**src/rtl/vram_scanout_if.sv**
```systemverilog
// Signal bundle between vram_scanout, the video RAM read port and the VGA pins.
// The master drives the RAM address and video outputs. The slave returns vram_data one cycle after vram_addr.
interface vram_scanout_if;
  logic [13:0] vram_addr;
  logic [7:0]  vram_data;
  logic        hs;
  logic        vs;
  logic        de;
  logic        frame_start;
  logic [7:0]  r;
  logic [7:0]  g;
  logic [7:0]  b;

  modport master (
    output vram_addr, hs, vs, de, frame_start, r, g, b,
    input  vram_data
  );

  modport slave (
    input  vram_addr, hs, vs, de, frame_start, r, g, b,
    output vram_data
  );
endinterface

```
**src/rtl/vram_scanout.sv**
```systemverilog
// 640x480@60 VGA scanout of a 160x100 RGB332 framebuffer (4x4 pixel blocks, 40-line borders).
// Optional macro SCANOUT_SCANLINES_EN halves every channel on odd picture lines.
module vram_scanout (
  input  logic           pixel_clock,
  input  logic           reset,
  vram_scanout_if.master bus
);
  localparam logic [9:0] H_LAST      = 10'd799;
  localparam logic [9:0] H_VIS       = 10'd640;
  localparam logic [9:0] HS_FIRST    = 10'd656;
  localparam logic [9:0] HS_LAST     = 10'd751;
  localparam logic [9:0] V_LAST      = 10'd524;
  localparam logic [9:0] V_VIS       = 10'd480;
  localparam logic [9:0] V_PIC_FIRST = 10'd40;
  localparam logic [9:0] V_PIC_END   = 10'd440;
  localparam logic [9:0] VS_FIRST    = 10'd490;
  localparam logic [9:0] VS_LAST     = 10'd491;

  // Flag vector layout: {pic, dim, de, hs, vs, frame_start}; syncs idle high.
  localparam int         F_PIC     = 5;
  localparam int         F_DIM     = 4;
  localparam int         F_DE      = 3;
  localparam int         F_HS      = 2;
  localparam int         F_VS      = 1;
  localparam int         F_FS      = 0;
  localparam logic [5:0] FLAGS_RST = 6'b000110;

  logic [9:0]  r_hcnt;
  logic [9:0]  r_vcnt;
  logic [5:0]  r_s1;
  logic [5:0]  r_s2;
  logic [13:0] r_vram_addr;
  logic        r_hs;
  logic        r_vs;
  logic        r_de;
  logic        r_fs;
  logic [7:0]  r_r;
  logic [7:0]  r_g;
  logic [7:0]  r_b;

  logic        w_pic;
  logic        w_dim;
  logic [5:0]  w_flags;
  logic [9:0]  w_vrel;
  logic [6:0]  w_row;
  logic [7:0]  w_col;
  logic [13:0] w_addr;
  logic        w_unused;
  logic [7:0]  w_d;
  logic [7:0]  w_r;
  logic [7:0]  w_g;
  logic [7:0]  w_b;

  // Stage 0: raster counters
  always_ff @(posedge pixel_clock) begin
    if (reset) begin
      r_hcnt <= '0;
      r_vcnt <= '0;
    end else if (r_hcnt == H_LAST) begin
      r_hcnt <= '0;
      r_vcnt <= (r_vcnt == V_LAST) ? 10'd0 : r_vcnt + 10'd1;
    end else begin
      r_hcnt <= r_hcnt + 10'd1;
    end
  end

  assign w_pic  = (r_hcnt < H_VIS) && (r_vcnt >= V_PIC_FIRST) && (r_vcnt < V_PIC_END);
  assign w_vrel = r_vcnt - V_PIC_FIRST;
  assign w_row  = w_vrel[8:2];
  assign w_col  = r_hcnt[9:2];
  // row*160 as two shifts; the largest address is 15999, so 14 bits never overflow
  assign w_addr = {w_row, 7'b0} + {2'b0, w_row, 5'b0} + {6'b0, w_col};
  assign w_unused = ^{w_vrel[9], w_vrel[1:0]};

`ifdef SCANOUT_SCANLINES_EN
  assign w_dim = w_pic & r_vcnt[0];
`else
  assign w_dim = 1'b0;
`endif

  assign w_flags = {w_pic,
                    w_dim,
                    (r_hcnt < H_VIS) && (r_vcnt < V_VIS),
                    !((r_hcnt >= HS_FIRST) && (r_hcnt <= HS_LAST)),
                    !((r_vcnt >= VS_FIRST) && (r_vcnt <= VS_LAST)),
                    (r_hcnt == 10'd0) && (r_vcnt == 10'd0)};

  // Stages 1 and 2: address register plus flag delay line matching the RAM latency
  always_ff @(posedge pixel_clock) begin
    if (reset) begin
      r_vram_addr <= '0;
      r_s1        <= FLAGS_RST;
      r_s2        <= FLAGS_RST;
    end else begin
      r_vram_addr <= w_pic ? w_addr : 14'd0;
      r_s1        <= w_flags;
      r_s2        <= r_s1;
    end
  end

  // RGB332 expansion by bit replication; borders and blanking are forced black
  always_comb begin
    w_d = bus.vram_data;
    w_r = {w_d[7:5], w_d[7:5], w_d[7:6]};
    w_g = {w_d[4:2], w_d[4:2], w_d[4:3]};
    w_b = {w_d[1:0], w_d[1:0], w_d[1:0], w_d[1:0]};
    if (!r_s2[F_PIC]) begin
      w_r = '0;
      w_g = '0;
      w_b = '0;
    end else if (r_s2[F_DIM]) begin
      w_r = {1'b0, w_r[7:1]};
      w_g = {1'b0, w_g[7:1]};
      w_b = {1'b0, w_b[7:1]};
    end
  end

  // Stage 3: output registers
  always_ff @(posedge pixel_clock) begin
    if (reset) begin
      r_hs <= 1'b1;
      r_vs <= 1'b1;
      r_de <= 1'b0;
      r_fs <= 1'b0;
      r_r  <= '0;
      r_g  <= '0;
      r_b  <= '0;
    end else begin
      r_hs <= r_s2[F_HS];
      r_vs <= r_s2[F_VS];
      r_de <= r_s2[F_DE];
      r_fs <= r_s2[F_FS];
      r_r  <= w_r;
      r_g  <= w_g;
      r_b  <= w_b;
    end
  end

  assign bus.vram_addr   = r_vram_addr;
  assign bus.hs          = r_hs;
  assign bus.vs          = r_vs;
  assign bus.de          = r_de;
  assign bus.frame_start = r_fs;
  assign bus.r           = r_r;
  assign bus.g           = r_g;
  assign bus.b           = r_b;
endmodule

```
**src/flat_wrapper.sv**
```systemverilog
// flat-port wrapper written by rule: the top's interface ports become plain ports
module vram_scanout_flat 
  (pixel_clock, reset, bus_vram_addr, bus_hs, bus_vs, bus_de, bus_frame_start, bus_r, bus_g, bus_b, bus_vram_data);
  vram_scanout_if bus_i ();
  input  logic pixel_clock;
  input  logic reset;
  output wire logic [$bits(bus_i.vram_addr)-1:0] bus_vram_addr;
  output wire logic [$bits(bus_i.hs)-1:0] bus_hs;
  output wire logic [$bits(bus_i.vs)-1:0] bus_vs;
  output wire logic [$bits(bus_i.de)-1:0] bus_de;
  output wire logic [$bits(bus_i.frame_start)-1:0] bus_frame_start;
  output wire logic [$bits(bus_i.r)-1:0] bus_r;
  output wire logic [$bits(bus_i.g)-1:0] bus_g;
  output wire logic [$bits(bus_i.b)-1:0] bus_b;
  input wire logic [$bits(bus_i.vram_data)-1:0] bus_vram_data;
  assign bus_vram_addr = bus_i.vram_addr;
  assign bus_hs = bus_i.hs;
  assign bus_vs = bus_i.vs;
  assign bus_de = bus_i.de;
  assign bus_frame_start = bus_i.frame_start;
  assign bus_r = bus_i.r;
  assign bus_g = bus_i.g;
  assign bus_b = bus_i.b;
  assign bus_i.vram_data = bus_vram_data;
  vram_scanout u_core (.pixel_clock(pixel_clock), .reset(reset), .bus(bus_i));
endmodule
```
**config.mk**
```make
export PLATFORM = sky130hd
export DESIGN_NAME = vram_scanout_flat
export DESIGN_NICKNAME = d
export VERILOG_FILES = /design/src/rtl/vram_scanout_if.sv /design/src/rtl/vram_scanout.sv /design/src/flat_wrapper.sv
export SDC_FILE = /design/constraint.sdc
export NUM_CORES = 1
export LEC_CHECK = 0
export CAP_MARGIN = 20
export CORE_MARGIN = 4
export CORE_UTILIZATION = 46
export DETAILED_ROUTE_END_ITERATION = 8
export PLACE_DENSITY = 0.79
export RECOVER_POWER = 25
export SYNTH_ARGS = -nofsm -noshare
export SYNTH_HDL_FRONTEND = slang
export SYNTH_SLANG_ARGS = --single-unit
```
**constraint.sdc**
```tcl
create_clock -name pixel_clock -period 2.95 [get_ports pixel_clock]
set_clock_uncertainty 0.15 [all_clocks]
set_input_delay 0.295 -clock pixel_clock [delete_from_list [all_inputs] [get_ports pixel_clock]]
set_output_delay 0.295 -clock pixel_clock [all_outputs]
set_load 0.05 [all_outputs]
```
; ---- After elaboration in Yosys (flattened, before gate mapping)
; Cells that the tools add are included.
[op_classes]
addsub = 5
order_cmp = 8
eq_ne = 2
muxes = 4
bitwise = 2
n_reduce_logical = 14
[ops]
columns = cell, n
row1 = 2-to-1 mux 7 bit, 3
row2 = "adder 10 x 1 -> 10 bit, second input constant", 2
row3 = "equality test 10 bit, second input constant", 2
row4 = zero test 10 bit, 2
row5 = "less-than comparator 10 x 9 -> 1 bit, second input constant", 2
row6 = adder 14 x 12 -> 14 bit, 1
row7 = adder 14 x 8 -> 14 bit, 1
row8 = "greater-or-equal comparator 10 bit, second input constant", 1
row9 = "greater-or-equal comparator 10 x 6 -> 1 bit, second input constant", 1
row10 = "greater-or-equal comparator 10 x 9 -> 1 bit, second input constant", 1
row11 = "less-or-equal comparator 10 bit, second input constant", 1
row12 = "less-or-equal comparator 10 x 9 -> 1 bit, second input constant", 1
row13 = "less-than comparator 10 bit, second input constant", 1
row14 = 2-to-1 mux 10 bit, 1
row15 = "subtractor 9 x 6 -> 9 bit, second input constant", 1
row16 = logical AND 1 bit, 6
row17 = OR reduction 2 bit, 3
row18 = OR reduction 3 bit, 1
row19 = zero test 1 bit, 2
row20 = NOT 1 bit, 2
[totals]
register_bits = 74
input_bits = 10
output_inout_bits = 42

; ---- Logic depth before layout (Yosys ltp)
; Gate-level depths: netlist (run 1).
[logic_depth]
depth_word = 5
mapped_depth = 11

; ---- Least setup slack after synthesis (run 1)
; Ideal clock, no wire load.
[synth_path]
path_kind = reg-to-reg
startpoint = register u_core.r_vcnt[3]
endpoint = register u_core.r_vram_addr[12] (netlist: u_core.bus.vram_addr[12])
arrival_ns = 2.569
path_slack_ns = 0.159
path_stages_with_launch = 10
synth_period_minus_slack_ns = 2.791
path_cell_list = dfxtp_1 -> inv_1 -> ha_1 -> inv_1 -> fa_1 -> fa_1 -> a211oi_1 -> o21bai_1 -> a21oi_1 -> mux2i_1
[synth_between]
elab_chain_len = 5
elab_cells_between_ends = 9
cone_classes = add/sub (3) / order compare (2) / bitwise (1) / reduce/logical (3)
[synth_rtl]
columns = element, line_no
row1 = start: declaration, vram_scanout.sv:29  ; logic [9:0] r_vcnt;
row2 = start signal: assignment, vram_scanout.sv:61  ; r_vcnt <= (r_vcnt == V_LAST) ? 10'd0 : r_vcnt + 10'd1;
row3 = branches (longest 5 deep; another with adder 14 x 12 -> 14 bit), n/a
row4 = end signal: assignment, vram_scanout.sv:95  ; r_vram_addr <= w_pic ? w_addr : 14'd0;
row5 = end: declaration, vram_scanout.sv:32  ; logic [13:0] r_vram_addr;
; Several ways; the timed one is not identified.
; A chain may end at the register's enable or synchronous reset.

; ---- Worst setup path in the final report (run 1)
[layout_path]
startpoint = register u_core.r_vcnt[3]
endpoint = register u_core.r_vram_addr[13] (netlist: u_core.bus.vram_addr[13])
; Same word-level chain as after synthesis.

==> metrics.md, run 1 <==
| Metric | Value |
|---|---|
| Syn Nets | roughly 310 |
| Initial antenna violation count | 0 |
| Yosys warns | 0 |
| Inserted Diodes | 0 |
| VDD IR max | approximately 0.24 mV |
| H-tree Lvls | 2 |
| Setup crit end kind | flip-flop |
| Die width | between 80 and 90 µm |
| Synth Flop Type | dfxtp_1 |
| CORE AREA | about 0.0055 mm² |
| Fin. Hold Viols | 0 |
| Synth top area share | roughly 42% |
| IO Count | 52 |
| Post-synthesis async set-or-reset flop share | 0% |
| Synth Instances | ~280 |
| Netlist Area Pre-Place | 0.00264 mm² |
| Root Buffer | clkbuf_8 |
| Largest area contributor in the synthesized netlist | dfxtp_1 |
| Total gr overflow | 0 |
| Clock Pin Slew Worst Setup and Hold Paths | 0.11 ns |
| FF+latch count, synth | 56 |
| Avg WL per Cell | approximately 14 µm |
| # rows | 27 |
| Via density | roughly 5.3 |
| Fillcell total | 504 |
| Arrival time at the worst endpoint | 2.83 ns |
| Clock buffer depth | 2 |
| Final min period | 2.73 ns |
| Worst Path Class, Setup | reg2reg |
| Routed WL | around 5.4 mm |
| Starting density of the core | around 48% |
| Final setup viols | 0 |
| CP max FO | 5 |
| Layout cells sized above 1 | roughly a tenth |
| P&R area growth vs syn | 23.6% |
| Outcome | complete, no violations |
| Seq/Total Area, Yosys | 42.4% |
| Tot GR Track Use | 15.6% |
| CTS tree | built |
| Clock network latency to the later pin of the worst-skew pair | between 0.3 and 0.4 ns |
| Max_slew headroom | 44.5% |
| Leak pwr | 1.26 nW |
| DIE AREA | ~0.007 mm² |
| Initial DRC Count | about 120 |
| First-pass GRT wire length | 9.16 mm |
| Vias post-DR | ~2100 |
| Number of synthesized flops with an enable pin | 0 |
| Vias in the first global route | around 2000 |
| DRC | 0 |
| Largest net degree at the start of global routing | 22 |
| Clock sink count | 56 |
| Hold-fix buffers, CTS | 0 |
| Power Density | ~380 mW/mm² |
| Port bufs | 51 |
| Type of origin of the critical path | flip-flop |
| Setup TNS | 0 ns |
| Final hold slack | 0.267 ns |
| Netlist cell types | 45 |
| Tcrit/Tclk final | 92.7% |
| Final Slew Violations | 0 |
| Mapped Avg Cell Area | around 9.5 µm² |
| Top cells by area, synth | dfxtp_1, ha_1, buf_4 |
| Die Y | 83.8 µm |
| Crit path required time | between 3 and 4 ns |
| HP Class | reg2reg |
| Dpl hpwl | 3.99 mm |
| Maxcap violations | 0 |
| Num CTS Buffers | 5 |
| First-pass DRT Iterations | 4 |
| Max Freq | between 0.3 and 0.4 GHz |
| Final nets | between 300 and 400 |
| Post-route ant nets | 0 |
| GPL Wtd Cong | around 0.85 |
| Least-Margin Pin Slew | about 0.83 ns |
| RSZ-0062 raised after global routing | no |
-- sequential cells by signal, indices dropped and copies added (netlist names) --
| register | count |
|---|---|
| u_core.bus.frame_start | 1 |
| u_core.bus.hs | 1 |
| u_core.r_s2 | 5 |
| u_core.r_s1 | 5 |
| u_core.r_vcnt | 10 |
| u_core.bus.g | 3 |
| u_core.bus.b | 2 |
| u_core.bus.r | 3 |
| u_core.bus.vram_addr | 14 |
| u_core.r_hcnt | 10 |
| u_core.bus.vs | 1 |
| u_core.bus.de | 1 |
-- area by class of cell --
type                            count  area (µm²)  area share [%]
Inverter                           11        41.3            1.26
Multi-Input combinational cell    185        1330            40.7
Tap cell                           72        90.1            2.76
Clock buffer                        5        68.8            2.11
Clock inverter                      3        27.5           0.843
Sequential cell                    56        1120            34.4
Timing Repair Buffer               62         586            17.9
-- metal layers --
| layer | up-vias | global-route usage, % | share of wire [%] |
|---|---|---|---|
| met1 | 967 | 20.4 | 47 |
| met3 | 8 | 4.24 | 8.2 |
| li1 | 1041 | - | - |
| met2 | 82 | 24.8 | 44 |
| met5 | - | 0 | 0 |
| met4 | 0 | 5.56 | 1.5 |
-- kinds of logic (layout without fill, tap and decap cells) --
kind of cell	count (synthesis)	in the layout	synth area share [%]
xor+xnor	16	16	5.30
fa+ha+maj	22	22	11.0
simple gates	108	108	23.5
compound gates	37	37	9.28
buf+inv	36	81	7.76
mux	2	2	0.758
flops	56	56	42.4
-- where the power goes --
part / total, mW / internal, mW / switching [mW]
Sequential: 0.769 / 0.764 / 0.00518
Combinational: 0.0402 / 0.0209 / 0.0193
Clock: 0.439 / 0.175 / 0.264
Total: 1.25 / 0.959 / 0.288
-- per-stage QoR --
step / worst slack (ns) / area (µm²) / utilization (%) / power (mW) / std cells
finish: 0.216 / 3270 / 58.9 / 1.25 / 394
global route: 0.00270 / 3270 / 58.9 / 1.30 / 394
global placement: 0.179 / 3150 / 56.9 / 0.827 / 385
CTS: 0.0269 / 3250 / 58.7 / 1.26 / 393
floorplan: 0.159 / 2640 / - / 0.807 / 277
detailed placement: 0.0731 / 3150 / 56.9 / 0.828 / 385
-- path summary, 6_finish.rpt --
kind	endpoint	slack (ns)	cells past startpoint	start
setup / recovery	u_core.bus.vram_addr[13]$_SDFF_PP0_	0.22	9	u_core.r_vcnt[3]$_SDFFE_PP0P_
hold / removal	u_core.bus.hs$_SDFF_PP1_	0.27	1	u_core.r_s2[2]$_SDFF_PP1_
setup reg to reg	u_core.bus.vram_addr[13]$_SDFF_PP0_	0.22	9	u_core.r_vcnt[3]$_SDFFE_PP0P_
hold reg to reg	u_core.bus.hs$_SDFF_PP1_	0.27	1	u_core.r_s2[2]$_SDFF_PP1_
-- cell usage after synthesis, drive strengths merged, types with 7 or more instances --
master  number
dfxtp       56
o21ai       11
nand3       11
ha          20
xnor2        7
a21oi        9
inv         11
and2        10
buf         22
xor2         9
and3        13
nor2        24
nand4        9
-- worst max-delay path, stage by stage, from the launching register on --
cell	delay, ns
dfxtp_2	0.38
inv_1	0.11
ha_1	0.31
inv_1	0.09
fa_1	0.46
ha_1	0.35
a211oi_2	0.26
o21ai_0	0.16
a2bb2o_1	0.27
a21oi_1	0.13
-- repair_timing --
action / in CTS / in global routing
gates resized for setup: 0 / 4
setup buffers: 0 / 1
endpoints found under the hold margin: 0 / 0
endpoints found under the setup margin: 0 / 3
-- cell usage in the layout (no fill, tap or decap), drive strengths merged, types with 4 or more instances in the layout --
master         count
clkdlybuf4s50     50
ha                20
a21oi              9
nor2              24
inv               12
dfxtp             56
or2                6
and2              10
nor3               5
nand4              9
nand2              4
o21ai             11
clkbuf             7
a211oi             4
and3              13
xnor2              7
or4                4
nand3             11
nor2b              6
o21bai             4
xor2               9
buf                9
Note: power is estimated with default switching activity, not from simulation.
==> inputs of run 2 (changes only) <==
- HOLD_SLACK_MARGIN: unset -> 0.12
==> results of run 2 <==
Same layout as run 1: the final DEF is identical, and so are final timing and power.
